==> src/rtl/lbus_arbiter_if.sv <==
// Local register bus arbiter interface: both requester ports, the shared
// strobe bus and the returned read data.
// master modport: the arbiter side. slave modport: requesters plus the register fabric.
interface lbus_arbiter_if #(
  parameter int ADDR_W = 8,
  parameter int DATA_W = 32
);
  logic              req0;
  logic              req1;
  logic              we0;
  logic              we1;
  logic [ADDR_W-1:0] addr0;
  logic [ADDR_W-1:0] addr1;
  logic [DATA_W-1:0] wdata0;
  logic [DATA_W-1:0] wdata1;
  logic              ack0;
  logic              ack1;
  logic [DATA_W-1:0] rdata;
  logic              busy;
  logic [ADDR_W-1:0] lb_addr;
  logic              lb_read;
  logic              lb_write;
  logic [DATA_W-1:0] lb_dout;
  logic [DATA_W-1:0] lb_din;

  modport master (
    input  req0, req1, we0, we1, addr0, addr1, wdata0, wdata1, lb_din,
    output ack0, ack1, rdata, busy, lb_addr, lb_read, lb_write, lb_dout
  );

  modport slave (
    output req0, req1, we0, we1, addr0, addr1, wdata0, wdata1, lb_din,
    input  ack0, ack1, rdata, busy, lb_addr, lb_read, lb_write, lb_dout
  );
endinterface

==> src/rtl/lbus_arbiter.sv <==
// Two-master arbiter/sequencer for the local register bus.
// Requester 0: slow-control bridge; requester 1: channel-scan/histogram sequencer.
// Optional macro LBUS_ARB_FIXED_PRIO_EN: requester 0 always wins contention
// (default: round-robin on last_grant).
module lbus_arbiter #(
  parameter int ADDR_W = 8,
  parameter int DATA_W = 32,
  parameter int RD_LAT = 1
) (
  input  logic           clk,
  input  logic           rst_n,
  lbus_arbiter_if.master bus
);

  typedef enum logic [1:0] {
    IDLE   = 2'd0,
    STROBE = 2'd1,
    WAIT   = 2'd2,
    DONE   = 2'd3
  } state_e;

  localparam logic [3:0] RD_LAT_C = 4'(RD_LAT);

  state_e            state_q, state_d;
  logic              last_grant_q, last_grant_d;
  logic              we_q, we_d;
  logic [ADDR_W-1:0] addr_q, addr_d;
  logic [DATA_W-1:0] wdata_q, wdata_d;
  logic [DATA_W-1:0] rdata_q, rdata_d;
  logic [3:0]        cnt_q, cnt_d;
  logic              winner;

  // Pick the requester to serve when sampled in IDLE
  always_comb begin
    winner = 1'b0;
    if (bus.req0 && bus.req1) begin
`ifdef LBUS_ARB_FIXED_PRIO_EN
      winner = 1'b0;
`else
      winner = ~last_grant_q;
`endif
    end else if (bus.req1) begin
      winner = 1'b1;
    end
  end

  // Next-state, access latching and read-data capture
  always_comb begin
    state_d      = state_q;
    last_grant_d = last_grant_q;
    we_d         = we_q;
    addr_d       = addr_q;
    wdata_d      = wdata_q;
    rdata_d      = rdata_q;
    cnt_d        = cnt_q;
    case (state_q)
      IDLE: begin
        if (bus.req0 || bus.req1) begin
          last_grant_d = winner;
          we_d         = winner ? bus.we1    : bus.we0;
          addr_d       = winner ? bus.addr1  : bus.addr0;
          wdata_d      = winner ? bus.wdata1 : bus.wdata0;
          state_d      = STROBE;
        end
      end
      STROBE: begin
        if (we_q) begin
          state_d = DONE;
        end else begin
          cnt_d   = RD_LAT_C;
          state_d = WAIT;
        end
      end
      WAIT: begin
        // counter holds the remaining read-strobe cycles; sample on the last one
        cnt_d = cnt_q - 4'd1;
        if (cnt_q == 4'd1) begin
          rdata_d = bus.lb_din;
          state_d = DONE;
        end
      end
      DONE: begin
        state_d = IDLE;
      end
      default: begin
        state_d = IDLE;
      end
    endcase
  end

  // State and datapath registers; reset abandons any access in flight
  always_ff @(posedge clk or negedge rst_n) begin
    if (!rst_n) begin
      state_q      <= IDLE;
      last_grant_q <= 1'b1;
      we_q         <= 1'b0;
      addr_q       <= '0;
      wdata_q      <= '0;
      rdata_q      <= '0;
      cnt_q        <= '0;
    end else begin
      state_q      <= state_d;
      last_grant_q <= last_grant_d;
      we_q         <= we_d;
      addr_q       <= addr_d;
      wdata_q      <= wdata_d;
      rdata_q      <= rdata_d;
      cnt_q        <= cnt_d;
    end
  end

  // Bus strobes and acknowledges decoded from the registered state
  always_comb begin
    bus.lb_addr  = '0;
    bus.lb_read  = 1'b0;
    bus.lb_write = 1'b0;
    bus.lb_dout  = '0;
    bus.ack0     = 1'b0;
    bus.ack1     = 1'b0;
    case (state_q)
      STROBE: begin
        bus.lb_addr  = addr_q;
        bus.lb_write = we_q;
        bus.lb_read  = ~we_q;
        if (we_q) begin
          bus.lb_dout = wdata_q;
        end
      end
      WAIT: begin
        bus.lb_addr = addr_q;
        bus.lb_read = 1'b1;
      end
      DONE: begin
        bus.ack0 = ~last_grant_q;
        bus.ack1 = last_grant_q;
      end
      default: begin
      end
    endcase
  end

  assign bus.busy  = (state_q != IDLE);
  assign bus.rdata = rdata_q;

endmodule

==> src/flat_wrapper.sv <==
// flat-port wrapper written by rule: the top's interface ports become plain ports
module lbus_arbiter_flat 
#(
  parameter int ADDR_W = 8,
  parameter int DATA_W = 32,
  parameter int RD_LAT = 1
)
  (clk, rst_n, bus_req0, bus_req1, bus_we0, bus_we1, bus_addr0, bus_addr1, bus_wdata0, bus_wdata1, bus_lb_din, bus_ack0, bus_ack1, bus_rdata, bus_busy, bus_lb_addr, bus_lb_read, bus_lb_write, bus_lb_dout);
  lbus_arbiter_if #(.ADDR_W(ADDR_W), .DATA_W(DATA_W)) bus_i ();
  input  logic clk;
  input  logic rst_n;
  input wire logic [$bits(bus_i.req0)-1:0] bus_req0;
  input wire logic [$bits(bus_i.req1)-1:0] bus_req1;
  input wire logic [$bits(bus_i.we0)-1:0] bus_we0;
  input wire logic [$bits(bus_i.we1)-1:0] bus_we1;
  input wire logic [$bits(bus_i.addr0)-1:0] bus_addr0;
  input wire logic [$bits(bus_i.addr1)-1:0] bus_addr1;
  input wire logic [$bits(bus_i.wdata0)-1:0] bus_wdata0;
  input wire logic [$bits(bus_i.wdata1)-1:0] bus_wdata1;
  input wire logic [$bits(bus_i.lb_din)-1:0] bus_lb_din;
  output wire logic [$bits(bus_i.ack0)-1:0] bus_ack0;
  output wire logic [$bits(bus_i.ack1)-1:0] bus_ack1;
  output wire logic [$bits(bus_i.rdata)-1:0] bus_rdata;
  output wire logic [$bits(bus_i.busy)-1:0] bus_busy;
  output wire logic [$bits(bus_i.lb_addr)-1:0] bus_lb_addr;
  output wire logic [$bits(bus_i.lb_read)-1:0] bus_lb_read;
  output wire logic [$bits(bus_i.lb_write)-1:0] bus_lb_write;
  output wire logic [$bits(bus_i.lb_dout)-1:0] bus_lb_dout;
  assign bus_i.req0 = bus_req0;
  assign bus_i.req1 = bus_req1;
  assign bus_i.we0 = bus_we0;
  assign bus_i.we1 = bus_we1;
  assign bus_i.addr0 = bus_addr0;
  assign bus_i.addr1 = bus_addr1;
  assign bus_i.wdata0 = bus_wdata0;
  assign bus_i.wdata1 = bus_wdata1;
  assign bus_i.lb_din = bus_lb_din;
  assign bus_ack0 = bus_i.ack0;
  assign bus_ack1 = bus_i.ack1;
  assign bus_rdata = bus_i.rdata;
  assign bus_busy = bus_i.busy;
  assign bus_lb_addr = bus_i.lb_addr;
  assign bus_lb_read = bus_i.lb_read;
  assign bus_lb_write = bus_i.lb_write;
  assign bus_lb_dout = bus_i.lb_dout;
  lbus_arbiter #(.ADDR_W(ADDR_W), .DATA_W(DATA_W), .RD_LAT(RD_LAT)) u_core (.clk(clk), .rst_n(rst_n), .bus(bus_i));
endmodule
==> config.mk <==
export PLATFORM = sky130hd
export DESIGN_NAME = lbus_arbiter_flat
export DESIGN_NICKNAME = d
export VERILOG_FILES = /design/src/rtl/lbus_arbiter_if.sv /design/src/rtl/lbus_arbiter.sv /design/src/flat_wrapper.sv
export SDC_FILE = /design/constraint.sdc
export NUM_CORES = 1
export LEC_CHECK = 0
export BUFFER_PORTS_ARGS = -buffer_cell sky130_fd_sc_hd__buf_2
export CORE_MARGIN = 2
export CORE_UTILIZATION = 40
export DETAILED_ROUTE_END_ITERATION = 16
export GPL_ROUTABILITY_DRIVEN = 0
export PLACE_DENSITY_LB_ADDON = 0.05
export SYNTH_ARGS = -nofsm -noshare
export SYNTH_HDL_FRONTEND = slang
export SYNTH_SLANG_ARGS = --single-unit
==> constraint.sdc <==
create_clock -name clk -period 4.5 [get_ports clk]
set_input_delay 0.225 -clock clk [delete_from_list [all_inputs] [get_ports clk]]
set_output_delay 0.225 -clock clk [all_outputs]
set_load 0.01 [all_outputs]
## After elaboration in Yosys (flattened, before gate mapping)

Cells that the tools add are included.

- Add/subtract/negate cells: 1
- Equality and inequality tests: 7
- Muxes and demuxes: 18
- Bitwise gates (word level): 2
- Reduce and logical (&&, ||, !) cells: 10

Operators by type and width:

| operator | count |
|---|---|
| $mux W32 | 3 |
| $mux W8 | 2 |
| $pmux W2 S4 | 1 |
| $pmux W4 S2 | 1 |
| $reduce_and A2 Y1 | 4 |
| $mux W1 | 7 |
| $eq A2 B2 Y1 const B | 2 |
| $eq A4 B1 Y1 const B | 1 |
| $mux W2 | 2 |
| $mux W4 | 1 |
| $ne A2 B1 Y1 const B | 2 |
| $reduce_bool A2 Y1 | 2 |
| $sub A4 B1 Y4 const B | 1 |
| $eq A2 B1 Y1 const B | 1 |
| $logic_not A2 Y1 | 1 |
| $ne A2 B2 Y1 const B | 1 |
| $not A1 Y1 | 2 |
| $pmux W1 S2 | 1 |
| $reduce_or A2 Y1 | 1 |
| $logic_and A1 B1 Y1 | 1 |
| $logic_or A1 B1 Y1 | 1 |

- Register bits: 80
- Logic and storage cells: 45

## Depth between registers and ports, before layout

Gate-level depths: netlist of the first run.

- Depth after elaboration: 3
- Mapped depth: 6
- Mapped depth without buffers: 5

## Worst setup path before layout of the first run

No wires, ideal clock.

- Path kind: reg2reg
- Start point: register u_core.cnt_q[1]
- End point: register u_core.rdata_q[10] (netlist: u_core.bus.rdata[10])
- Library setup time: 0.125 ns
- Arrival time: 1.571 ns
- Required time: 4.375 ns
- Setup slack: 2.804 ns
- Stages on the path, launching flop included: 7
- Buffers on the path: 1
- Period minus slack after synthesis: 1.696 ns
- Cells stage by stage: dfrtp_1 inv_1 ha_1 or3b_4 nor2_8 buf_12 mux2_4

- Cells in the longest elaborated chain, start to end: 2

RTL lines:

| item | RTL line | text |
|---|---|---|
| from (decl) | lbus_arbiter.sv:30 | `logic [3:0] cnt_q, cnt_d;` |
| from (signal assigned) | lbus_arbiter.sv:108 | `cnt_q <= cnt_d;` |
| $eq A4 B1 Y1 | lbus_arbiter.sv:77 | `if (cnt_q == 4'd1) begin` |
| $reduce_and A2 Y1 (no line) | - |  |
| to (signal assigned) | lbus_arbiter.sv:107 | `rdata_q <= rdata_d;` |
| to (decl) | lbus_arbiter.sv:29 | `logic [DATA_W-1:0] rdata_q, rdata_d;` |

No other way between the ends.
A chain may end at the register's enable or synchronous reset.

## Worst setup path in the final report of the first run

- Start point: register u_core.state_q[1]
- End point: output bus_lb_write

- Cells in the longest elaborated chain, start to end: 2

RTL lines:

| item | RTL line | text |
|---|---|---|
| from (decl) | lbus_arbiter.sv:24 | `state_e state_q, state_d;` |
| from (signal assigned) | lbus_arbiter.sv:102 | `state_q <= state_d;` |
| $eq A2 B1 Y1 | lbus_arbiter.sv:120 | `case (state_q)` |
| $mux W1 | lbus_arbiter.sv:120 |  |
| to (decl) | flat_wrapper.sv:27 | `output wire logic [$bits(bus_i.lb_write)-1:0] bus_lb_write;` |

No other way between the ends.

==> results.sh, run 1 <==
export IMPL_status="finished, final reports clean"
export IMPL_highest_layer="met4"
export IMPL_finalNetCount=650
export IMPL_firstDrtPassIters=4
export IMPL_min_delay_path_class="in -> async"
export IMPL_p_leak_nw=2.852
export IMPL_cts_buffers=9
export IMPL_synth_net_count=467
export IMPL_grt_usage_pct=17.28
export IMPL_syn_area_um2=3986
export IMPL_syn_area_per_cell_um2=11.66
export IMPL_p_sw_mw=1.211
export IMPL_seq_area_um2=2003
export IMPL_rsz0062_at_grt="false"
export IMPL_power_density_nw_per_um2=634.4
export IMPL_ys_seq_area_share_pct=50.25
export IMPL_cts_sinks=80
export IMPL_cts_htree_levels=3
export IMPL_combPwrFrac_pct=44.5
export IMPL_holdWs_ps=43.37
export IMPL_drcViolationCount=0
export IMPL_path_class="reg -> out"
export IMPL_drt_initial_drc_count=65
export IMPL_cts_setup_buffers=0
export IMPL_period_share_pct=55.93
export IMPL_num_vias=3095
export IMPL_dr_wl_met3_um=652
export IMPL_multiInputGateArea_um2=1828
export IMPL_cts_resized=0
export IMPL_gr_total_overflow=0
export IMPL_dp_hpwl_mm=6.125
export IMPL_crit_required_ps=4280
export IMPL_arrival_ps=2290
export IMPL_p_seq_share_pct=39.5
export IMPL_antenna_cells=0
export IMPL_fin_crit_ps=2517
export IMPL_setup_viol=0
export IMPL_r2r_end="u_core.cnt_q[3]"
export IMPL_synth_cells=342
export IMPL_die_area_um2=10780
export IMPL_drive_gt1_share_pct=47.45
export IMPL_crit_fanout=37
export IMPL_worst_pin_slew_ps=1152
export IMPL_p_sw_share_pct=36.70
export IMPL_async_reset_ff_share_pct=100.0
export IMPL_portBuffers=194
export IMPL_n_fill_cell=936
export IMPL_reg2regPathDepth=4
export IMPL_cts_tree="yes"
export IMPL_internal_power_mw=2.089
export IMPL_drt_antenna_violating_nets=0
export IMPL_hold_viol_final=0
export IMPL_wl_mm=8.838
export IMPL_ys_ff_latch=80
export IMPL_drv_cap=0
export IMPL_wire_per_inst_um=13.35
export IMPL_rrSetupSlack_ps=2190
export IMPL_end_kind="output port"
export IMPL_ctsHoldBuffers=0
export IMPL_ys_warnings_count=0
export IMPL_fin_util_pct=53.47
export IMPL_synth_ff_type="dfrtp_1"
export IMPL_mostFrequentLayoutCells="buf_2 (193), dfrtp_1 (79), mux2i_1 (42), nand2_1 (42), o21ai_0 (42)"
export IMPL_core_um2=9729
export IMPL_vias_per_cell=4.675
export IMPL_fp_dieH_um=103.8
export IMPL_area_growth_syn_to_layout_pct=30.51
export IMPL_antenna_found_initial=0
export IMPL_fmax_mhz=397.4
export IMPL_dr_wl_met2_mm=4.079
export IMPL_slew_limit_headroom_pct=23.21
export IMPL_grt_max_degree=83
export IMPL_cts_root_buf="clkbuf_8"
export IMPL_skew_ps=8.558
export IMPL_die_x_um=103.8
export IMPL_reg2reg_from="u_core.state_q[1]"
export IMPL_synth_edff_count=0
export IMPL_wl_met1_mm=3.968
export IMPL_startpoint_type="flip-flop"
export IMPL_finalSetupTns_ps=0
export IMPL_vdd_drop_max_uv=230.6
export IMPL_grt_pass1_wl_mm=15.19
export IMPL_slew_viol_final=0
export IMPL_initial_core_util_pct=40.97
export IMPL_cts_reportedPaths_clkPinSlew_ps=80
export IMPL_clk_latency_ps=340
export IMPL_yosysUniqueCellTypes=34
export IMPL_final_common_cell="buf_2"
export IMPL_ios=195
export IMPL_rows=36
export IMPL_pwr_share_clk_pct=16.0
export IMPL_clock_path_buffers=2
export IMPL_grt_pass1_vias=3198
## area by class of cell
type	count	share of cell area, %
Inverter	6	0.4329
Clock inverter	5	1.082
Clock buffer	10	2.646
Tap cell	133	3.199
Timing Repair Buffer	196	19.00
Sequential cell	80	38.50
Multi-Input combinational cell	232	35.14
## worst max-delay path: stages (launching register included)
cell and delay [ps]:
dfrtp_1 430, inv_1 110, ha_1 920, and2_1 310, buf_2 170
## worst max path at each step
stage	to	slack [ps]	depth (start not counted)	start
after floorplan	u_core.bus.rdata[10]	2800	6	u_core.cnt_q[1]
after global placement	u_core.cnt_q[3]	2310	4	u_core.state_q[1]
after detailed placement	u_core.cnt_q[3]	2130	4	u_core.state_q[1]
after CTS	bus_lb_write	1920	4	u_core.state_q[1]
after global routing	bus_lb_read	1700	5	u_core.state_q[1]
final	bus_lb_write	1980	4	u_core.state_q[1]
## sequential cells by signal, summed over array words and instances, names as in the netlist
register	count
u_core.addr_q	8
u_core.bus.rdata	32
u_core.cnt_q	4
u_core.last_grant_q	1
u_core.state_q	2
u_core.wdata_q	32
u_core.we_q	1
## layer usage
| metal | up-vias | track usage (%) |
|---|---|---|
| li1 | 1550 | - |
| met4 | 0 | 6.371 |
| met3 | 13 | 4.846 |
| met5 | - | 0 |
| met2 | 118 | 28.01 |
| met1 | 1414 | 22.06 |
## cell families after synthesis
kind of cell | Yosys count | share of synthesized area [%]
AND/OR/NAND/NOR | 94 | 12.56
AO/OA/AOI/OAI | 56 | 7.847
multiplexers | 75 | 22.69
adder cells (fa/ha/maj) | 7 | 2.197
flip-flops | 80 | 50.25
buffers and inverters | 30 | 4.457
## stage by stage
| stage | power (mW) | cells | setup slack (ps) | cell area [µm²] |
|---|---|---|---|---|
| 2_1_floorplan | 2.320 | 342 | 2804 | 3986 |
| 3_3_place_gp | 2.771 | 647 | 2313 | 5009 |
| 3_5_place_dp | 2.814 | 647 | 2127 | 5009 |
| 4_1_cts | 3.353 | 662 | 1922 | 5202 |
| 5_1_grt | 3.593 | 662 | 1703 | 5202 |
| 6_report | 3.301 | 662 | 1983 | 5202 |
## power groups by stage
stage / clock network, mW / logic, mW / registers (mW)
after floorplan: 0 / 1.00 / 1.32
after global placement: 0 / 1.47 / 1.30
after detailed placement: 0 / 1.50 / 1.32
after CTS: 0.546 / 1.50 / 1.31
after global routing: 0.583 / 1.65 / 1.36
final: 0.528 / 1.47 / 1.30
## synthesized netlist by cell type, types with 2 or more instances
| master | number | area share (%) |
|---|---|---|
| a21boi_0 | 2 | 0.38 |
| o21ai_0 | 42 | 5.3 |
| dfrtp_1 | 79 | 50 |
| nand2_1 | 42 | 4.0 |
| clkbuf_1 | 16 | 1.5 |
| a21oi_1 | 3 | 0.38 |
| mux2_2 | 3 | 0.85 |
| and3_1 | 32 | 5.0 |
| inv_1 | 6 | 0.56 |
| buf_12 | 3 | 1.5 |
| o2bb2ai_1 | 2 | 0.44 |
| and2_1 | 11 | 1.7 |
| ha_1 | 7 | 2.2 |
| mux2i_1 | 42 | 11 |
| mux2_4 | 30 | 11 |
| buf_4 | 4 | 0.75 |
Power figures use the tool's default switching activity.
==> run 2, diff against run 1 <==
--- a/config.mk
+++ b/config.mk
@@ -5,6 +5,7 @@
 export SDC_FILE = /design/constraint.sdc
 export NUM_CORES = 1
 export LEC_CHECK = 0
+export ABC_AREA = 1
 export BUFFER_PORTS_ARGS = -buffer_cell sky130_fd_sc_hd__buf_2
 export CORE_MARGIN = 2
 export CORE_UTILIZATION = 40
==> constraint.sdc (replaced) <==
create_clock -name clk -period 2.62 [get_ports clk]
set_input_delay 0.131 -clock clk [delete_from_list [all_inputs] [get_ports clk]]
set_output_delay 0.131 -clock clk [all_outputs]
set_load 0.01 [all_outputs]
==> results.sh, run 2 <==
export IMPL_ys_warnings_count=0
export IMPL_drcViolationCount=0
export IMPL_area_growth_syn_to_layout_pct=32.44
export IMPL_synthTopCellsByCount="nand2_1 (198), inv_1 (85), dfrtp_1 (79)"
export IMPL_combPwrFrac_pct=45.7
export IMPL_crit_required_ps=2880
export IMPL_ys_seq_area_share_pct=48.44
export IMPL_r2r_end="u_core.bus.rdata[1]"
export IMPL_drt_initial_drc_count=231
export IMPL_cts_root_buf="clkbuf_8"
export IMPL_drt_antenna_violating_nets=0
export IMPL_synth_most_common_cell="nand2_1"
export IMPL_wl_mm=9.817
export IMPL_p_sw_share_pct=41.45
export IMPL_fp_dieH_um=105.7
export IMPL_grt_pass1_vias=3838
export IMPL_grt_pass1_wl_mm=16.97
export IMPL_yosysTopAreaCellShare_pct=47.81
export IMPL_min_delay_path_class="in -> reg"
export IMPL_cts_reportedPaths_clkPinSlew_ps=90
export IMPL_synth_cells=563
export IMPL_whs_endpoint="u_core.bus.rdata[25]"
export IMPL_reg2regPathDepth=5
export IMPL_rows=37
export IMPL_slew_limit_headroom_pct=33.26
export IMPL_cts_sinks=80
export IMPL_hold_viol_final=0
export IMPL_final_area_um2=5477
export IMPL_syn_area_um2=4135
export IMPL_antenna_found_initial=0
export IMPL_yosysUniqueCellTypes=23
export IMPL_clock_path_buffers=2
export IMPL_antenna_cells=0
export IMPL_path_cells="inv_1 -> ha_1 -> nand3_2 -> buf_12 -> o21ai_0"
export IMPL_fmax_mhz=514.0
export IMPL_cts_resized=0
export IMPL_die_x_um=105.7
export IMPL_synth_edff_count=0
export IMPL_reg2reg_from="u_core.state_q[0]"
export IMPL_worst_pin_slew_ps=1001
export IMPL_min_from="bus_lb_din[25]"
export IMPL_slew_viol_final=0
export IMPL_setup_viol=0
export IMPL_startpoint_type="flip-flop"
export IMPL_ys_ff_latch=80
export IMPL_power_density_nw_per_um2=986.2
export IMPL_fin_crit_ps=1945
export IMPL_async_reset_ff_share_pct=100.0
export IMPL_p_sw_mw=2.239
export IMPL_arrival_ps=2210
export IMPL_cts_setup_buffers=0
export IMPL_core_um2=10180
export IMPL_ctsHoldBuffers=15
export IMPL_dp_hpwl_mm=7.125
export IMPL_synth_ff_type="dfrtp_1"
export IMPL_holdPathStages=3
export IMPL_p_seq_share_pct=38.8
export IMPL_vdd_drop_max_uv=426.1
export IMPL_internal_power_mw=3.162
export IMPL_final_common_cell="nand2_1"
export IMPL_skew_ps=9.806
export IMPL_num_vias=3974
export IMPL_syn_area_per_cell_um2=7.345
export IMPL_pwr_share_clk_pct=15.5
export IMPL_period_share_pct=74.26
export IMPL_clk_latency_ps=350
export IMPL_ios=195
export IMPL_p_leak_nw=3.299
export IMPL_mostFrequentLayoutCells="nand2_1 (198), buf_2 (193), inv_1 (85)"
export IMPL_finalSetupTns_ps=0
export IMPL_drv_cap=0
export IMPL_rrSetupSlack_ps=670
export IMPL_slowest_delay_ps=450
export IMPL_cts_tree="yes"
export IMPL_grt_max_degree=81
export IMPL_cts_buffers=9
export IMPL_portBuffers=194
export IMPL_end_kind="flip-flop"
export IMPL_grt_usage_pct=18.54
export IMPL_dpl_cell_area_um2=5145
export IMPL_yosys_top_cells_area="dfrtp_1 (48%), nand2_1 (18%), inv_1 (7.7%)"
export IMPL_vias_per_cell=4.420
export IMPL_firstDrtPassIters=6
export IMPL_drive_gt1_share_pct=29.10
export IMPL_slowest_stage="nand3_2"
export IMPL_finalNetCount=883
export IMPL_crit_fanout=38
export IMPL_cts_htree_levels=3
export IMPL_initial_core_util_pct=40.60
export IMPL_status="finished, final reports clean"
export IMPL_path_class="reg -> reg"
export IMPL_wire_per_inst_um=10.92
export IMPL_gr_total_overflow=0
export IMPL_synth_net_count=688
export IMPL_yosys_area_top_type="dfrtp_1"
export IMPL_die_area_um2=11170
export IMPL_rsz0062_at_grt="false"
## run 2: cell types whose count changed in the layout (fill, tap and decap cells not counted), sizes merged, moves of 15 or more
cell	previous run	this run
nand3	0	48
inv	7	88
o21ai	43	69
nand2	42	199
nor2	2	36
mux2i	42	0
and3	32	0
dlygate4sd3	0	15
mux2	33	0
## run 2: power groups by stage
stage | combinational (mW) | sequential [mW] | clock (mW)
final | 2.47 | 2.10 | 0.836
after global routing | 2.87 | 2.17 | 0.923
after CTS | 2.52 | 2.10 | 0.879
after detailed placement | 2.49 | 2.13 | 0
after global placement | 2.44 | 2.11 | 0
after floorplan | 1.61 | 2.20 | 0
## run 2: per-layer routing
| metal | wire length (µm) | track usage, % |
|---|---|---|
| met5 | 0 | 0 |
| met4 | 109 | 5.169 |
| met3 | 687 | 4.329 |
| met2 | 4564 | 31.38 |
| met1 | 4455 | 23.78 |
## run 2: worst max path at each step
stage	startpoint	to	slack [ps]	cells past startpoint
6_report	u_core.state_q[0]	u_core.bus.rdata[1]	670	5
5_1_grt	u_core.state_q[0]	u_core.bus.rdata[4]	460	5
4_1_cts	u_core.state_q[1]	bus_lb_dout[18]	640	6
3_5_place_dp	u_core.state_q[0]	u_core.bus.rdata[2]	680	6
3_3_place_gp	u_core.state_q[0]	u_core.bus.rdata[6]	760	6
2_1_floorplan	u_core.state_q[0]	bus_lb_read	1150	4
## run 2: worst max-delay path: cells and delay by family (launching register included)
| family | cells | cell delay (ps) |
|---|---|---|
| AND/OR/NAND/NOR | 1 | 450 |
| buffers and inverters | 2 | 490 |
| adder cells (fa/ha/maj) | 1 | 300 |
| flip-flops | 1 | 430 |
| AO/OA/AOI/OAI | 1 | 180 |
## run 2: cell families (layout without fill, tap and decap cells)
| logic type | count (synthesis) | in the layout | synth area share, % |
|---|---|---|---|
| xor gates and xnor gates | 1 | 1 | 0.2118 |
| and+or+nand+nor | 283 | 283 | 27.38 |
| buffers and inverters | 118 | 318 | 12.53 |
| adders and majority gates | 7 | 7 | 2.118 |
| AOI/OAI and AO/OA | 74 | 74 | 9.319 |
| DFF | 80 | 80 | 48.44 |
## run 2: through the flow
| step | setup slack (ps) | power [mW] | std cells | hold WS [ps] | utilization (%) |
|---|---|---|---|---|---|
| finish | 674.5 | 5.401 | 899 | 20.56 | 53.77 |
| floorplan | 1149 | 3.808 | 563 | -164.6 | - |
| global route | 460.3 | 5.967 | 899 | 1.673 | 53.77 |
| CTS | 638.2 | 5.504 | 899 | 3.498 | 53.77 |
| global placement | 758.6 | 4.550 | 868 | 368.9 | 50.52 |
| detailed placement | 682.3 | 4.618 | 868 | 374.4 | 50.52 |
## run 2: final cells by class
cell class	instances	area [µm²]
Fill cell	1041	4708
Clock inverter	5	40.04
Tap cell	136	170.2
Clock buffer	11	141.4
Timing Repair Buffer	215	1181
Multi-Input combinational cell	365	1614
Inverter	87	326.6
Sequential cell	80	2003
